<file path="config.mk">
export PLATFORM = sky130hd
export DESIGN_NAME = osd_fifo_pkt_sched
export DESIGN_NICKNAME = d
export VERILOG_FILES = /design/src/rtl/osd_fifo_pkt_sched.sv
export SDC_FILE = /design/constraint.sdc
export NUM_CORES = 1
export LEC_CHECK = 0
export CAP_MARGIN = 40
export CORE_MARGIN = 3
export CORE_UTILIZATION = 55
export CTS_CLUSTER_DIAMETER = 40
export CTS_CLUSTER_SIZE = 10
export DETAILED_ROUTE_END_ITERATION = 10
export PLACE_DENSITY = 0.86
export SLEW_MARGIN = 20
export SYNTH_ARGS = -nofsm -noshare
export SYNTH_HDL_FRONTEND = slang
export SYNTH_SLANG_ARGS = --single-unit
export TNS_END_PERCENT = 1
</file>
<file path="constraint.sdc">
create_clock -name clk -period 4.5 [get_ports clk]
set_input_delay 1.35 -clock clk [delete_from_list [all_inputs] [get_ports clk]]
set_output_delay 1.35 -clock clk [all_outputs]
set_load 0.03 [all_outputs]
</file>
<file path="src/rtl/osd_fifo_pkt_sched.sv">
// osd_fifo_pkt_sched
// Packet-granular round-robin scheduler that shares one UDP transmit channel
// between N_SRC show-ahead byte FIFOs on the OSD stream path. A source that
// signals a full packet is granted, a UDP slot is requested, exactly PKT_LEN
// bytes are drained from that source's FIFO read port, then an inter-packet
// gap of GAP_CYC idle cycles is inserted.
//
// Ports:
//   clk           single clock
//   rst           synchronous, active-high reset
//   src_rdy       per source: FIFO holds at least PKT_LEN bytes
//   fifo_rd_vld   per source: show-ahead data valid
//   fifo_rd_data  per source: show-ahead byte, source i at [8i+7:8i]
//   fifo_rd_en    per source: pop strobe (only the granted source pops)
//   udp_tx_req    packet request to the UDP stack (held in REQ)
//   udp_tx_ack    one-cycle grant from the UDP stack
//   udp_tx_len    payload length, PKT_LEN while udp_tx_req is high
//   udp_tx_src    granted source index, stable from REQ to end of SEND
//   udp_tx_data   payload byte
//   udp_tx_valid  payload byte valid
//   udp_tx_ready  UDP stack accepts a byte
//   udp_tx_last   marks the final byte of the packet
//   stall_err     sticky: a packet was zero-padded after a FIFO underrun
module osd_fifo_pkt_sched #(
  parameter int N_SRC     = 2,
  parameter int PKT_LEN   = 1024,
  parameter int GAP_CYC   = 12,
  parameter int STALL_MAX = 255
) (
  input  logic                 clk,
  input  logic                 rst,
  input  logic [N_SRC-1:0]     src_rdy,
  input  logic [N_SRC-1:0]     fifo_rd_vld,
  input  logic [8*N_SRC-1:0]   fifo_rd_data,
  output logic [N_SRC-1:0]     fifo_rd_en,
  output logic                 udp_tx_req,
  input  logic                 udp_tx_ack,
  output logic [15:0]          udp_tx_len,
  output logic [2:0]           udp_tx_src,
  output logic [7:0]           udp_tx_data,
  output logic                 udp_tx_valid,
  input  logic                 udp_tx_ready,
  output logic                 udp_tx_last,
  output logic                 stall_err
);

  typedef enum logic [1:0] {
    IDLE = 2'd0,
    REQ  = 2'd1,
    SEND = 2'd2,
    GAP  = 2'd3
  } state_t;

  localparam logic [11:0] LAST_IDX  = 12'(PKT_LEN - 1);
  localparam logic [15:0] STALL_LIM = 16'(STALL_MAX);
  localparam logic [7:0]  GAP_LAST  = 8'((GAP_CYC > 0) ? GAP_CYC - 1 : 0);
  localparam logic [2:0]  SRC_LAST  = 3'(N_SRC - 1);
  localparam logic [15:0] LEN_VAL   = 16'(PKT_LEN);

  state_t      state;
  state_t      state_nxt;

  logic [2:0]  rr;         // first source to examine in the next search
  logic [2:0]  sel;        // source committed for the current packet
  logic [11:0] byte_cnt;   // bytes transferred in the current packet
  logic [15:0] stall_cnt;  // consecutive empty cycles, saturating
  logic        pad;        // packet has switched to zero padding
  logic [7:0]  gap_cnt;

  logic        hit;
  logic [2:0]  hit_idx;
  logic        src_vld;
  logic [7:0]  src_data;
  logic        pad_mode;
  logic        xfer;
  logic        last_xfer;

  // Round-robin search without a modulo: first scan sources rr..N_SRC-1,
  // then wrap and scan 0..rr-1; the first ready source wins.
  always_comb begin
    hit     = 1'b0;
    hit_idx = '0;
    for (int unsigned j = 0; j < N_SRC; j++) begin
      if (!hit && src_rdy[j] && (3'(j) >= rr)) begin
        hit     = 1'b1;
        hit_idx = 3'(j);
      end
    end
    for (int unsigned j = 0; j < N_SRC; j++) begin
      if (!hit && src_rdy[j]) begin
        hit     = 1'b1;
        hit_idx = 3'(j);
      end
    end
  end

  // Read-port mux for the committed source.
  always_comb begin
    src_vld  = 1'b0;
    src_data = '0;
    for (int unsigned j = 0; j < N_SRC; j++) begin
      if (sel == 3'(j)) begin
        src_vld  = fifo_rd_vld[j];
        src_data = fifo_rd_data[8*j +: 8];
      end
    end
  end

  // Padding starts on the cycle the stall counter reaches its limit, not one
  // cycle later when the pad flag is registered.
  assign pad_mode  = pad | (stall_cnt >= STALL_LIM);
  assign xfer      = (state == SEND) & udp_tx_valid & udp_tx_ready;
  assign last_xfer = xfer & (byte_cnt == LAST_IDX);

  // State register
  always_ff @(posedge clk) begin
    if (rst) begin
      state <= IDLE;
    end else begin
      state <= state_nxt;
    end
  end

  // Next-state logic
  always_comb begin
    state_nxt = state;
    case (state)
      IDLE: begin
        if (hit) begin
          state_nxt = REQ;
        end
      end
      REQ: begin
        if (udp_tx_ack) begin
          state_nxt = SEND;
        end
      end
      SEND: begin
        if (last_xfer) begin
          state_nxt = (GAP_CYC == 0) ? IDLE : GAP;
        end
      end
      GAP: begin
        if (gap_cnt == GAP_LAST) begin
          state_nxt = IDLE;
        end
      end
      default: state_nxt = IDLE;
    endcase
  end

  // Output logic: valid/data/pop are a combinational pass-through of the
  // selected FIFO so a byte can move every clock.
  always_comb begin
    udp_tx_req   = 1'b0;
    udp_tx_len   = '0;
    udp_tx_src   = '0;
    udp_tx_data  = '0;
    udp_tx_valid = 1'b0;
    udp_tx_last  = 1'b0;
    fifo_rd_en   = '0;
    case (state)
      REQ: begin
        udp_tx_req = 1'b1;
        udp_tx_len = LEN_VAL;
        udp_tx_src = sel;
      end
      SEND: begin
        udp_tx_src = sel;
        if (pad_mode) begin
          udp_tx_valid = 1'b1;
          udp_tx_data  = '0;
        end else begin
          udp_tx_valid = src_vld;
          udp_tx_data  = src_data;
          for (int unsigned j = 0; j < N_SRC; j++) begin
            fifo_rd_en[j] = (sel == 3'(j)) & src_vld & udp_tx_ready;
          end
        end
        udp_tx_last = udp_tx_valid & (byte_cnt == LAST_IDX);
      end
      default: ;
    endcase
  end

  // Datapath registers
  always_ff @(posedge clk) begin
    if (rst) begin
      rr        <= '0;
      sel       <= '0;
      byte_cnt  <= '0;
      stall_cnt <= '0;
      pad       <= 1'b0;
      gap_cnt   <= '0;
      stall_err <= 1'b0;
    end else begin
      case (state)
        IDLE: begin
          if (hit) begin
            sel <= hit_idx;
          end
        end
        REQ: begin
          if (udp_tx_ack) begin
            byte_cnt  <= '0;
            stall_cnt <= '0;
            pad       <= 1'b0;
          end
        end
        SEND: begin
          if (xfer) begin
            byte_cnt <= byte_cnt + 12'd1;
          end
          if (pad_mode) begin
            pad       <= 1'b1;
            stall_err <= 1'b1;
          end else if (xfer) begin
            stall_cnt <= '0;
          end else if (!src_vld && (stall_cnt != '1)) begin
            stall_cnt <= stall_cnt + 16'd1;
          end
          if (last_xfer) begin
            rr      <= (sel == SRC_LAST) ? 3'd0 : sel + 3'd1;
            gap_cnt <= '0;
          end
        end
        GAP: begin
          gap_cnt <= gap_cnt + 8'd1;
        end
        default: ;
      endcase
    end
  end

endmodule
</file>
==> qor.txt <==
Die H - 75.9 um
Setup TNS - 0 ns
total power - 0.00139 W
Clock Skews - 0.00875 ns
most common cell after layout, fill and taps aside - dfxtp_1
Post-CTS Repair Setup Buffers - 0
Hold Buf Count CTS - 0
Inserted Clock Buffers - 5
pre-CTS setup slack - 0.141 ns
gr usage total - 0.226
Port Buffer Count - 39
Synth Cell Area - 0.00269 sq mm
core area - 0.00453 sq mm
prevailing post-synth register cell - dfxtp_1
unrepaired setup endpoints after global routing - no
clk_lat worst skew - 0.30 ns
min-delay src - stall_err$_SDFFE_PP0N_
Final min period - 4.37 ns
LEAKAGE - 1.13 nW
worst-margin pin slew - 0.835 ns
PwrDens - 433 mW/mm^2
setup violators final - 0
drt pass-1 iters - 4
final setup margin - 0.130 ns
initial drt markers - 145
Critical R2R Launch - sel[0]$_SDFFE_PP0P_
Antenna Cells - 0
part of the power in combinational logic - 0.427
worst vdd ir - 273 uV
Slew headroom - 0.442
kind of critical path - input pin to primary output
CP Launch Type - input pin
first-pass GRT wire length - 11.0 mm
largest net degree at the start of global routing - 29
yosys warns - 0
CTS Buffer Depth - 2
area delta synth->final - 19.1%
R2R depth - 5
Switching Fraction - 0.395
commonest cells after routing, fill and taps aside - dfxtp_1 (42), clkdlybuf4s50_1 (39), nor2_1 (37), nand2_1 (22), a21oi_1 (21)
final wirelength - 6.41 mm
Ports - 57
Clock Power Share - 0.272
Flop pwr share - 0.302
drt wl/cell - 14.9 um
fin. max-slew vios - 0
Root Driver - clkbuf_8
Most Frequent Cell on Critical Path - clkdlybuf4s50_1
critical path data required time - 3.15 ns
Initial Util - 0.593
Final Hold Fails - 0
EDFF count, synth - 0
htree depth - 2
Rows - 24
Post-DRT Antenna Nets - 0
CP peak stage delay - 0.67 ns
post-CTS sizing - 0
clock sinks - 42
register area share after synthesis - 0.313
DIE WIDTH - 75.9 um
Final Non-Filler Cells - 431
reg2reg end - gap_cnt[4]$_SDFFE_PP0P_
Min Hold Slack - 0.478 ns
Avg Cell Area, Syn - 8.14 sq um
DP HPWL - 4.70 mm
RD Place Congestion - 0.857
grt ovf - 0
CTS tree - built
clock slew at reported path FFs - 0.08 ns
Post-Synthesis Cells - 330
nets - 397
Async S/R FF share, synth - 0
vias - 2501
Placed Cells - 423
max cap viols - 0
Max Fclk - 229 MHz
synth unique cells - 58
CP Cell Sequence - clkdlybuf4s50_1 > mux2i_2 > a21oi_1 > and2_1 > clkdlybuf4s50_1
internal power - 0.000838 W
Worst Setup End Kind - primary output
outcome - complete, no violations
hold worst-path end - stall_err$_SDFFE_PP0N_
Die ar. - 0.00576 sq mm
layout cells sized above 1 - 0.0656
initial antenna violation count - 0
reg2reg setup slack - 1.82 ns
Psw - 0.000548 W
Slowest-stage cell, CP - clkdlybuf4s50_1
#FFs+latches synth - 42
Vias per Instance - 5.80
hold crit path type - register to register
fin crit share - 0.971
vias in the first global route - 2394
hold depth - 2
crit path DAT - 3.02 ns
critical-path maximum fanout - 6
Residual DRC - 0
[registers in the layout (all words and copies together), names as in the netlist]
name / count
gap_cnt: 8
stall_cnt: 16
pad: 1
state: 2
byte_cnt: 12
stall_err: 1
sel: 1
rr: 1
[synthesized netlist by cell type, drive strengths merged, types with 2 or more instances]
cell type,n,area share
dfxtp,42,0.31
nor2,37,0.052
buf,23,0.060
nand2,22,0.031
a21oi,21,0.039
mux2i,20,0.076
inv,15,0.021
nand3,15,0.028
nand4,12,0.034
nor3,9,0.021
clkbuf,8,0.011
ha,8,0.037
o21ai,8,0.016
a31oi,7,0.022
nand2b,7,0.016
nand3b,6,0.017
or3b,6,0.020
or4,6,0.018
a31o,5,0.016
and3,4,0.0093
nor4,4,0.0093
o31ai,4,0.011
or3,4,0.0093
a21o,3,0.0084
and2,3,0.0070
o21a,3,0.0084
o311ai,3,0.0098
o41ai,3,0.0098
and4,2,0.0065
nor4b,2,0.0088
o2111ai,2,0.0065
or2,2,0.0047
[per-stage QoR]
step	area (sq um)	util
2_1_floorplan	2750	-
3_3_place_gp	3050	0.673
3_5_place_dp	3060	0.674
4_1_cts	3200	0.706
5_1_grt	3200	0.706
6_report	3200	0.706
[power groups by stage]
stage               Sequential [W]  Clock (W)  Combinational, W
CTS                       0.000418   0.000380          0.000585
detailed placement        0.000426          0          0.000583
floorplan                 0.000415          0          0.000440
finish                    0.000418   0.000376          0.000591
global placement          0.000424          0          0.000568
global route              0.000423   0.000392          0.000641
[cells by family (layout without fill, tap and decap cells)]
family / count (synthesis) / count (layout) / synth area share
other cells: 1 / 17 / 0.00140
compound gates: 70 / 70 / 0.184
mux: 20 / 20 / 0.0759
fa+ha+maj: 8 / 8 / 0.0372
buf+inv: 46 / 66 / 0.0922
simple gates: 143 / 143 / 0.297
flops: 42 / 42 / 0.313
[area by class of cell]
class	instances	area, sq um
tap	65	81.3
inverter	15	56.3
clock buffer	6	82.6
timing repair buffer	43	420
fill	362	1330
multi-input combinational	258	1660
clock inverter	2	60.1
sequential	42	841
[critical path: cells and delay by family]
family	cells	cell delay [ns]
and+or+nand+nor	1	0.14
buffers and inverters	2	1.18
AOI/OAI and AO/OA	1	0.22
muxes	1	0.13
[layer usage]
layer | global-route usage | wire length (um)
met4 | 0.0851 | 73
met5 | 0 | 0
met1 | 0.282 | 2870
met2 | 0.387 | 3230
met3 | 0.0415 | 241
[worst max path at each step]
stage	from	end	slack (ns)	depth (start not counted)
2_1_floorplan	fifo_rd_vld[0]	udp_tx_last	0.77	3
3_3_place_gp	fifo_rd_vld[0]	udp_tx_last	0.16	5
3_5_place_dp	fifo_rd_vld[0]	udp_tx_last	0.14	5
4_1_cts	fifo_rd_vld[0]	udp_tx_last	0.13	5
5_1_grt	fifo_rd_vld[0]	udp_tx_last	0.06	5
6_report	fifo_rd_vld[1]	udp_tx_last	0.13	5
(Power assumes the default switching activity.)
